<file path="config.mk">
export PLATFORM = sky130hd
export DESIGN_NAME = wb_core_arbiter
export DESIGN_NICKNAME = d
export VERILOG_FILES = /design/src/rtl/wb_core_arbiter.sv
export SDC_FILE = /design/constraint.sdc
export NUM_CORES = 1
export LEC_CHECK = 0
export BUFFER_PORTS_ARGS = -buffer_cell sky130_fd_sc_hd__buf_4
export CAP_MARGIN = 20
export CORE_AREA = 5 5 127 129
export DETAILED_ROUTE_END_ITERATION = 10
export DIE_AREA = 0 0 132 134
export PLACE_DENSITY = 0.59
export SLEW_MARGIN = 0
export SYNTH_ARGS = -nofsm -noshare
export SYNTH_HDL_FRONTEND = slang
export SYNTH_SLANG_ARGS = --single-unit
</file>
<file path="constraint.sdc">
create_clock -name wb_clk_i -period 3.2 [get_ports wb_clk_i]
set_clock_uncertainty 0.15 [all_clocks]
set_input_delay 0.48 -clock wb_clk_i [delete_from_list [all_inputs] [get_ports wb_clk_i]]
set_output_delay 0.48 -clock wb_clk_i [all_outputs]
set_load 0.01 [all_outputs]
</file>
<file path="src/rtl/wb_core_arbiter.sv">
// wb_core_arbiter: two-master Wishbone arbiter in front of a single interconnect master port.
//   Master 0 is the instruction-fetch port, master 1 the load/store port.
//   A grant is held for as long as the granted master keeps cyc high (bursts included),
//   then one IDLE cycle is spent before the next grant. Simultaneous requests from IDLE
//   alternate round-robin, with master 0 favoured after reset.
//
// Optional feature: define WB_ARB_TIMEOUT_EN to compile in a bus watchdog that terminates a
// transfer with err after TIMEOUT_CYCLES unanswered strobe cycles.
//
// Ports:
//   wb_clk_i, wb_rst_i            clock, synchronous active-high reset
//   wbmN_adr_i/dat_i/sel_i/we_i   master N request (N = 0, 1)
//   wbmN_cyc_i/stb_i/cti_i/bte_i  master N cycle qualifiers
//   wbmN_dat_o                    read data, always equal to wb_io_dat_i
//   wbmN_ack_o/err_o/rty_o        responses, only toward the granted master
//   wb_io_*_o                     routed request toward the interconnect (zero when idle)
//   wb_io_dat_i/ack_i/err_i/rty_i interconnect responses
module wb_core_arbiter #(
  parameter int unsigned TIMEOUT_CYCLES = 255
) (
  input  logic        wb_clk_i,
  input  logic        wb_rst_i,
  input  logic [31:0] wbm0_adr_i,
  input  logic [31:0] wbm0_dat_i,
  input  logic [3:0]  wbm0_sel_i,
  input  logic        wbm0_we_i,
  input  logic        wbm0_cyc_i,
  input  logic        wbm0_stb_i,
  input  logic [2:0]  wbm0_cti_i,
  input  logic [1:0]  wbm0_bte_i,
  output logic [31:0] wbm0_dat_o,
  output logic        wbm0_ack_o,
  output logic        wbm0_err_o,
  output logic        wbm0_rty_o,
  input  logic [31:0] wbm1_adr_i,
  input  logic [31:0] wbm1_dat_i,
  input  logic [3:0]  wbm1_sel_i,
  input  logic        wbm1_we_i,
  input  logic        wbm1_cyc_i,
  input  logic        wbm1_stb_i,
  input  logic [2:0]  wbm1_cti_i,
  input  logic [1:0]  wbm1_bte_i,
  output logic [31:0] wbm1_dat_o,
  output logic        wbm1_ack_o,
  output logic        wbm1_err_o,
  output logic        wbm1_rty_o,
  output logic [31:0] wb_io_adr_o,
  output logic [31:0] wb_io_dat_o,
  output logic [3:0]  wb_io_sel_o,
  output logic        wb_io_we_o,
  output logic        wb_io_cyc_o,
  output logic        wb_io_stb_o,
  output logic [2:0]  wb_io_cti_o,
  output logic [1:0]  wb_io_bte_o,
  input  logic [31:0] wb_io_dat_i,
  input  logic        wb_io_ack_i,
  input  logic        wb_io_err_i,
  input  logic        wb_io_rty_i
);

  if (TIMEOUT_CYCLES < 2 || TIMEOUT_CYCLES > 65535) begin : g_bad_timeout
    $error("wb_core_arbiter: TIMEOUT_CYCLES must lie in 2..65535");
  end

  typedef enum logic [1:0] {StIdle = 2'd0, StGnt0 = 2'd1, StGnt1 = 2'd2} state_e;

  state_e r_state;
  // Set when master 0 was served last, i.e. master 1 wins the next tie. Cleared by reset.
  logic   r_prio1;
  logic   w_gnt0;
  logic   w_gnt1;
  logic   w_timeout;

  // Reset also masks the grant so outputs are quiet for the whole reset pulse.
  assign w_gnt0 = (r_state == StGnt0) && !wb_rst_i;
  assign w_gnt1 = (r_state == StGnt1) && !wb_rst_i;

  assign wbm0_dat_o = wb_io_dat_i;
  assign wbm1_dat_o = wb_io_dat_i;

`ifdef WB_ARB_TIMEOUT_EN
  localparam logic [15:0] TmoLast = 16'(TIMEOUT_CYCLES - 1);

  logic [15:0] r_tmo_cnt;
  logic        w_sel_stb;
  logic        w_resp;

  assign w_sel_stb = (w_gnt0 && wbm0_stb_i) || (w_gnt1 && wbm1_stb_i);
  assign w_resp    = wb_io_ack_i || wb_io_err_i || wb_io_rty_i;
  // Fires on the TIMEOUT_CYCLES-th consecutive unanswered strobe cycle.
  assign w_timeout = w_sel_stb && !w_resp && (r_tmo_cnt == TmoLast);

  always_ff @(posedge wb_clk_i) begin
    if (wb_rst_i || !(w_gnt0 || w_gnt1) || w_resp || w_timeout) begin
      r_tmo_cnt <= '0;
    end else if (w_sel_stb) begin
      r_tmo_cnt <= r_tmo_cnt + 16'd1;
    end
  end
`else
  assign w_timeout = 1'b0;
`endif

  always_ff @(posedge wb_clk_i) begin
    if (wb_rst_i) begin
      r_state <= StIdle;
      r_prio1 <= 1'b0;
    end else begin
      case (r_state)
        StIdle: begin
          if (wbm0_cyc_i && wbm1_cyc_i) begin
            r_state <= r_prio1 ? StGnt1 : StGnt0;
          end else if (wbm0_cyc_i) begin
            r_state <= StGnt0;
          end else if (wbm1_cyc_i) begin
            r_state <= StGnt1;
          end
        end
        StGnt0: begin
          if (!wbm0_cyc_i || w_timeout) begin
            r_state <= StIdle;
            r_prio1 <= 1'b1;
          end
        end
        StGnt1: begin
          if (!wbm1_cyc_i || w_timeout) begin
            r_state <= StIdle;
            r_prio1 <= 1'b0;
          end
        end
        default: r_state <= StIdle;
      endcase
    end
  end

  always_comb begin
    wb_io_adr_o = '0;
    wb_io_dat_o = '0;
    wb_io_sel_o = '0;
    wb_io_we_o  = 1'b0;
    wb_io_cyc_o = 1'b0;
    wb_io_stb_o = 1'b0;
    wb_io_cti_o = '0;
    wb_io_bte_o = '0;
    wbm0_ack_o  = 1'b0;
    wbm0_err_o  = 1'b0;
    wbm0_rty_o  = 1'b0;
    wbm1_ack_o  = 1'b0;
    wbm1_err_o  = 1'b0;
    wbm1_rty_o  = 1'b0;
    if (w_gnt0) begin
      wb_io_adr_o = wbm0_adr_i;
      wb_io_dat_o = wbm0_dat_i;
      wb_io_sel_o = wbm0_sel_i;
      wb_io_we_o  = wbm0_we_i;
      wb_io_cyc_o = wbm0_cyc_i;
      wb_io_stb_o = wbm0_stb_i;
      wb_io_cti_o = wbm0_cti_i;
      wb_io_bte_o = wbm0_bte_i;
      wbm0_ack_o  = wb_io_ack_i;
      wbm0_err_o  = wb_io_err_i;
      wbm0_rty_o  = wb_io_rty_i;
    end else if (w_gnt1) begin
      wb_io_adr_o = wbm1_adr_i;
      wb_io_dat_o = wbm1_dat_i;
      wb_io_sel_o = wbm1_sel_i;
      wb_io_we_o  = wbm1_we_i;
      wb_io_cyc_o = wbm1_cyc_i;
      wb_io_stb_o = wbm1_stb_i;
      wb_io_cti_o = wbm1_cti_i;
      wb_io_bte_o = wbm1_bte_i;
      wbm1_ack_o  = wb_io_ack_i;
      wbm1_err_o  = wb_io_err_i;
      wbm1_rty_o  = wb_io_rty_i;
    end
    if (w_timeout) begin
      // Abort toward the slave and hand the granted master an error instead.
      wb_io_cyc_o = 1'b0;
      wb_io_stb_o = 1'b0;
      wbm0_err_o  = w_gnt0;
      wbm1_err_o  = w_gnt1;
    end
  end

endmodule

</file>
Word-level counts from Yosys, hierarchy flattened
Index checks and enable logic that the tools add are counted.
- reduce and logical (&&, ||, !) cells: 8
- equality and inequality tests: 5
- multiplexer cells: 35
- operators by type and width (cell ; number):
    $mux 32 ; 4
    $mux 1 ; 17
    $mux 2 ; 8
    $mux 4 ; 2
    $mux 3 ; 2
    $pmux 2 s3 ; 1
    $reduce_and 3->1 ; 2
    $ne 2x2->1 const B ; 2
    $ne 4x4->1 const B ; 1
    $logic_and 1x1->1 ; 3
    $eq 2x1->1 const B ; 1
    $eq 2x2->1 const B ; 1
    $logic_not 2->1 ; 1
    $pmux 1 s2 ; 1
    $reduce_bool 2->1 ; 1
    $logic_not 1->1 ; 1
- output and inout bits: 146
- register bits: 3

Depth between registers and ports, before layout
- depth in word-level cells: 4
- gate-level depth with buffers: 5
- mapped depth without buffers: 2

Least setup slack after synthesis
Ideal clock, no wire load.
- path kind: input to output
- from: input port wb_rst_i
- to: output port wb_io_adr_o[10]
- required time: 2570 ps
- stages on the path: 4
- setup slack: 1383 ps
- arrival: 1187 ps
- cell sequence: buf_2 -> buf_4 -> clkbuf_1 -> a21oi_1
- word-level cells in the longest chain between the ends: 4
- elaborated cells between the ends (all ways): 5
- ends and longest elaborated chain (item ; RTL line ; RTL):
    from (decl) ; 22 ; input logic wb_rst_i,
    $logic_not 1->1 (*) ; 75, 76 ;
    $logic_and 1x1->1 ; 76 ; assign w_gnt1 = (r_state == StGnt1) && !wb_rst_i;
    $mux 32 ; 163 ; end else if (w_gnt1) begin
    $mux 32 (*) ; 151 ; if (w_gnt0) begin
    to (decl) ; 47 ; output logic [31:0] wb_io_adr_o,
Every way passes the cells marked *; elsewhere a longest branch is shown, timed or not.

Final worst setup path
- from: register r_state[1]
- to: output port wb_io_dat_o[18]
- word-level cells in the longest chain between the ends: 4
- elaborated cells between the ends (all ways): 6
- ends and longest elaborated chain (item ; RTL line ; RTL):
    from (decl) ; 67 ; state_e r_state;
    from (signal assigned) ; 106 ; r_state <= StIdle;
    from (signal assigned) ; 112 ; r_state <= r_prio1 ? StGnt1 : StGnt0;
    from (signal assigned) ; 114 ; r_state <= StGnt0;
    $eq 2x2->1 ; 76 ;
    $logic_and 1x1->1 ; 76 ;
    $mux 32 ; 163 ;
    $mux 32 (*) ; 151 ;
    to (decl) ; 48 ; output logic [31:0] wb_io_dat_o,
Marked as above.

==> out/metrics.yaml <==
fmax_mhz: 417
synthesis.nets: 545
first_iter_violations: 122
yosys_warnings: 0
hold_viol: 0
outcome: "completed"
synth.avg_cell_area_um2: 6.85
ys_seq_area_frac: 0.0246
cap_violations: 0
dp_slack_ns: 1.01
hpwl_um: 7570
fp.dieH_um: 134
ys_types: 16
ys_seq_elements: 3
grt_setup_unrepaired: "no"
diodes: 0
rr_startpoint: "r_state[1]$_SDFFE_PP0P_"
drive_above_1_share: 0.506
grt-ovfl-total: 0
period_needed_ns: 2.40
coreArea_um2: 14900
ctsHoldBuffers: 0
slew_violations: 0
die_area_um2: 17700
finalSetupViolCount: 0
antenna_found_initial: 0
grt_max_degree: 65
finalSetupTns_ns: 0
nets: 686
routed_wl_um: 9790
wl_per_cell_um: 14.3
htreeDepth: 1
relSlewSlack: 0.640
pin_count: 335
period_share: 0.750
cts_buffer_depth: 2
grt_pass1_wl_um: 14700
cts-resized-gates: 0
post_cts_buffers: 0
setup_ws_ns: 0.800
vias_per_cell: 4.39
synthesis.area_um2: 2440
grtUsageTotal: 0.0961
end_kind: "primary output"
startpoint_type: "flip-flop"
peakVddDrop_mv: 0.138
post-route-drc-count: 0
clk_pin_slew_ns: 0.03
grt_pass1_vias: 2828
cts_tree: "done"
syn_inst: 356
p_per_area_nw_per_um2: 164
clkSinkCount: 3
cts_root_buf: "clkbuf_16"
hold_class: "input port to flip-flop"
hold-worst-slack_ns: 0.412
rr_endpoint: "r_prio1$_SDFFE_PP0P_"
cts-buffers-inserted: 3
crit_fanout: 57
worstHoldEndpoint: "r_state[1]$_SDFFE_PP0P_"
worstPathArrival_ns: 1.77
rrSetupSlack_ns: 1.65
vias: 3003
total_power_uw: 638
worst-r2r-cell-count: 2
gp_congestion: 0.743
insertion_delay_ns: 0.22
path_class: "flip-flop to primary output"
port_buffers: 238
min_path_cells: 2
fillers: 1675
hold_start: "wbm1_cyc_i"
die-width_um: 132
crit_required_ns: 2.57
fin_util: 0.260
postRouteAntennaNets: 0
start_util: 0.164
placementRows: 45
first_pass_iters: 4
p_leak_uw: 0.00160
tightest_slew_ns: 0.541
syn_to_final_growth_pct: 59.2
==> kinds of logic after synthesis <==
group | Yosys count | synth area share
AND/OR/NAND/NOR | 168 | 0.508
buffers and inverters | 107 | 0.303
AO/OA/AOI/OAI | 78 | 0.165
flip-flops | 3 | 0.0246
==> worst max path at each step <==
stage | to | start | slack [ns] | cells past startpoint
finish | wb_io_dat_o[18] | r_state[1]$_SDFFE_PP0P_ | 0.80 | 4
global route | wb_io_adr_o[6] | r_state[1]$_SDFFE_PP0P_ | 0.66 | 4
global placement | wb_io_dat_o[20] | r_state[1]$_SDFFE_PP0P_ | 1.02 | 4
CTS | wb_io_dat_o[18] | r_state[1]$_SDFFE_PP0P_ | 0.78 | 4
floorplan | wb_io_adr_o[10] | wb_rst_i | 1.38 | 4
detailed placement | wb_io_dat_o[18] | r_state[1]$_SDFFE_PP0P_ | 1.01 | 4
==> stage by stage <==
step	cell area [um^2]	std cells
after global routing	3880	684
after global placement	3800	680
after CTS	3880	684
final	3880	684
after detailed placement	3800	680
after floorplan	2440	356
==> synth_stat cells <==
cell type	instances	area share
nor2_1	7	0.011
buf_4	71	0.22
o221a_2	1	0.0046
buf_12	1	0.0082
nor4b_1	1	0.0036
buf_6	6	0.028
nor4b_2	1	0.0062
clkbuf_1	21	0.032
nand3b_1	152	0.47
a21oi_1	76	0.16
nor3b_1	1	0.0031
and3b_1	1	0.0036
o21ba_2	1	0.0041
buf_2	8	0.016
dfxtp_1	3	0.025
nand2b_1	5	0.013
==> flip-flops by register name, indices dropped and copies added (netlist names) <==
name     count
r_prio1      1
r_state      2
==> cell type report <==
cell class | count | area, um^2 | share of cell area
clock buffers | 4 | 78.8 | 0.0203
multi-input cells | 246 | 1640 | 0.422
flip-flops and latches | 3 | 67.6 | 0.0174
repair buffers | 243 | 1860 | 0.479
well taps | 188 | 235 | 0.0606
==> critical path: stages, from the launching register on <==
cell,delay [ns]
dfxtp_4,0.67
buf_4,0.44
nand3b_1,0.13
a21oi_1,0.16
buf_4,0.15
==> power by group <==
part / switching, uW / total, uW / internal (uW)
clock: 30.7 / 195 / 164
sequential: 18.8 / 57.9 / 39.1
combinational: 147 / 386 / 239
total: 196 / 638 / 442
==> routing by layer <==
metal  global-route usage  wire [um]  vias up  part of all wire
li1                     -          -     1479                 -
met1                0.112       3840     1340              0.39
met2                0.163       4630      163              0.47
met3               0.0431       1140       21              0.12
met4               0.0200        178        0             0.018
met5                    0          0        -                 0
==> placed cells by master (no fill, tap or decap) <==
| cell | n |
|---|---|
| clkbuf_1 | 1 |
| nand3b_1 | 152 |
| and3b_1 | 1 |
| buf_12 | 3 |
| dfxtp_1 | 1 |
| o21ba_2 | 1 |
| dfxtp_4 | 2 |
| o221a_2 | 1 |
| nor4b_1 | 1 |
| clkbuf_16 | 3 |
| a21oi_1 | 76 |
| nor2_1 | 7 |
| nand2b_1 | 5 |
| nor3b_1 | 1 |
| nor4b_2 | 1 |
| buf_4 | 240 |
Note: power is estimated with default switching activity, not from simulation.
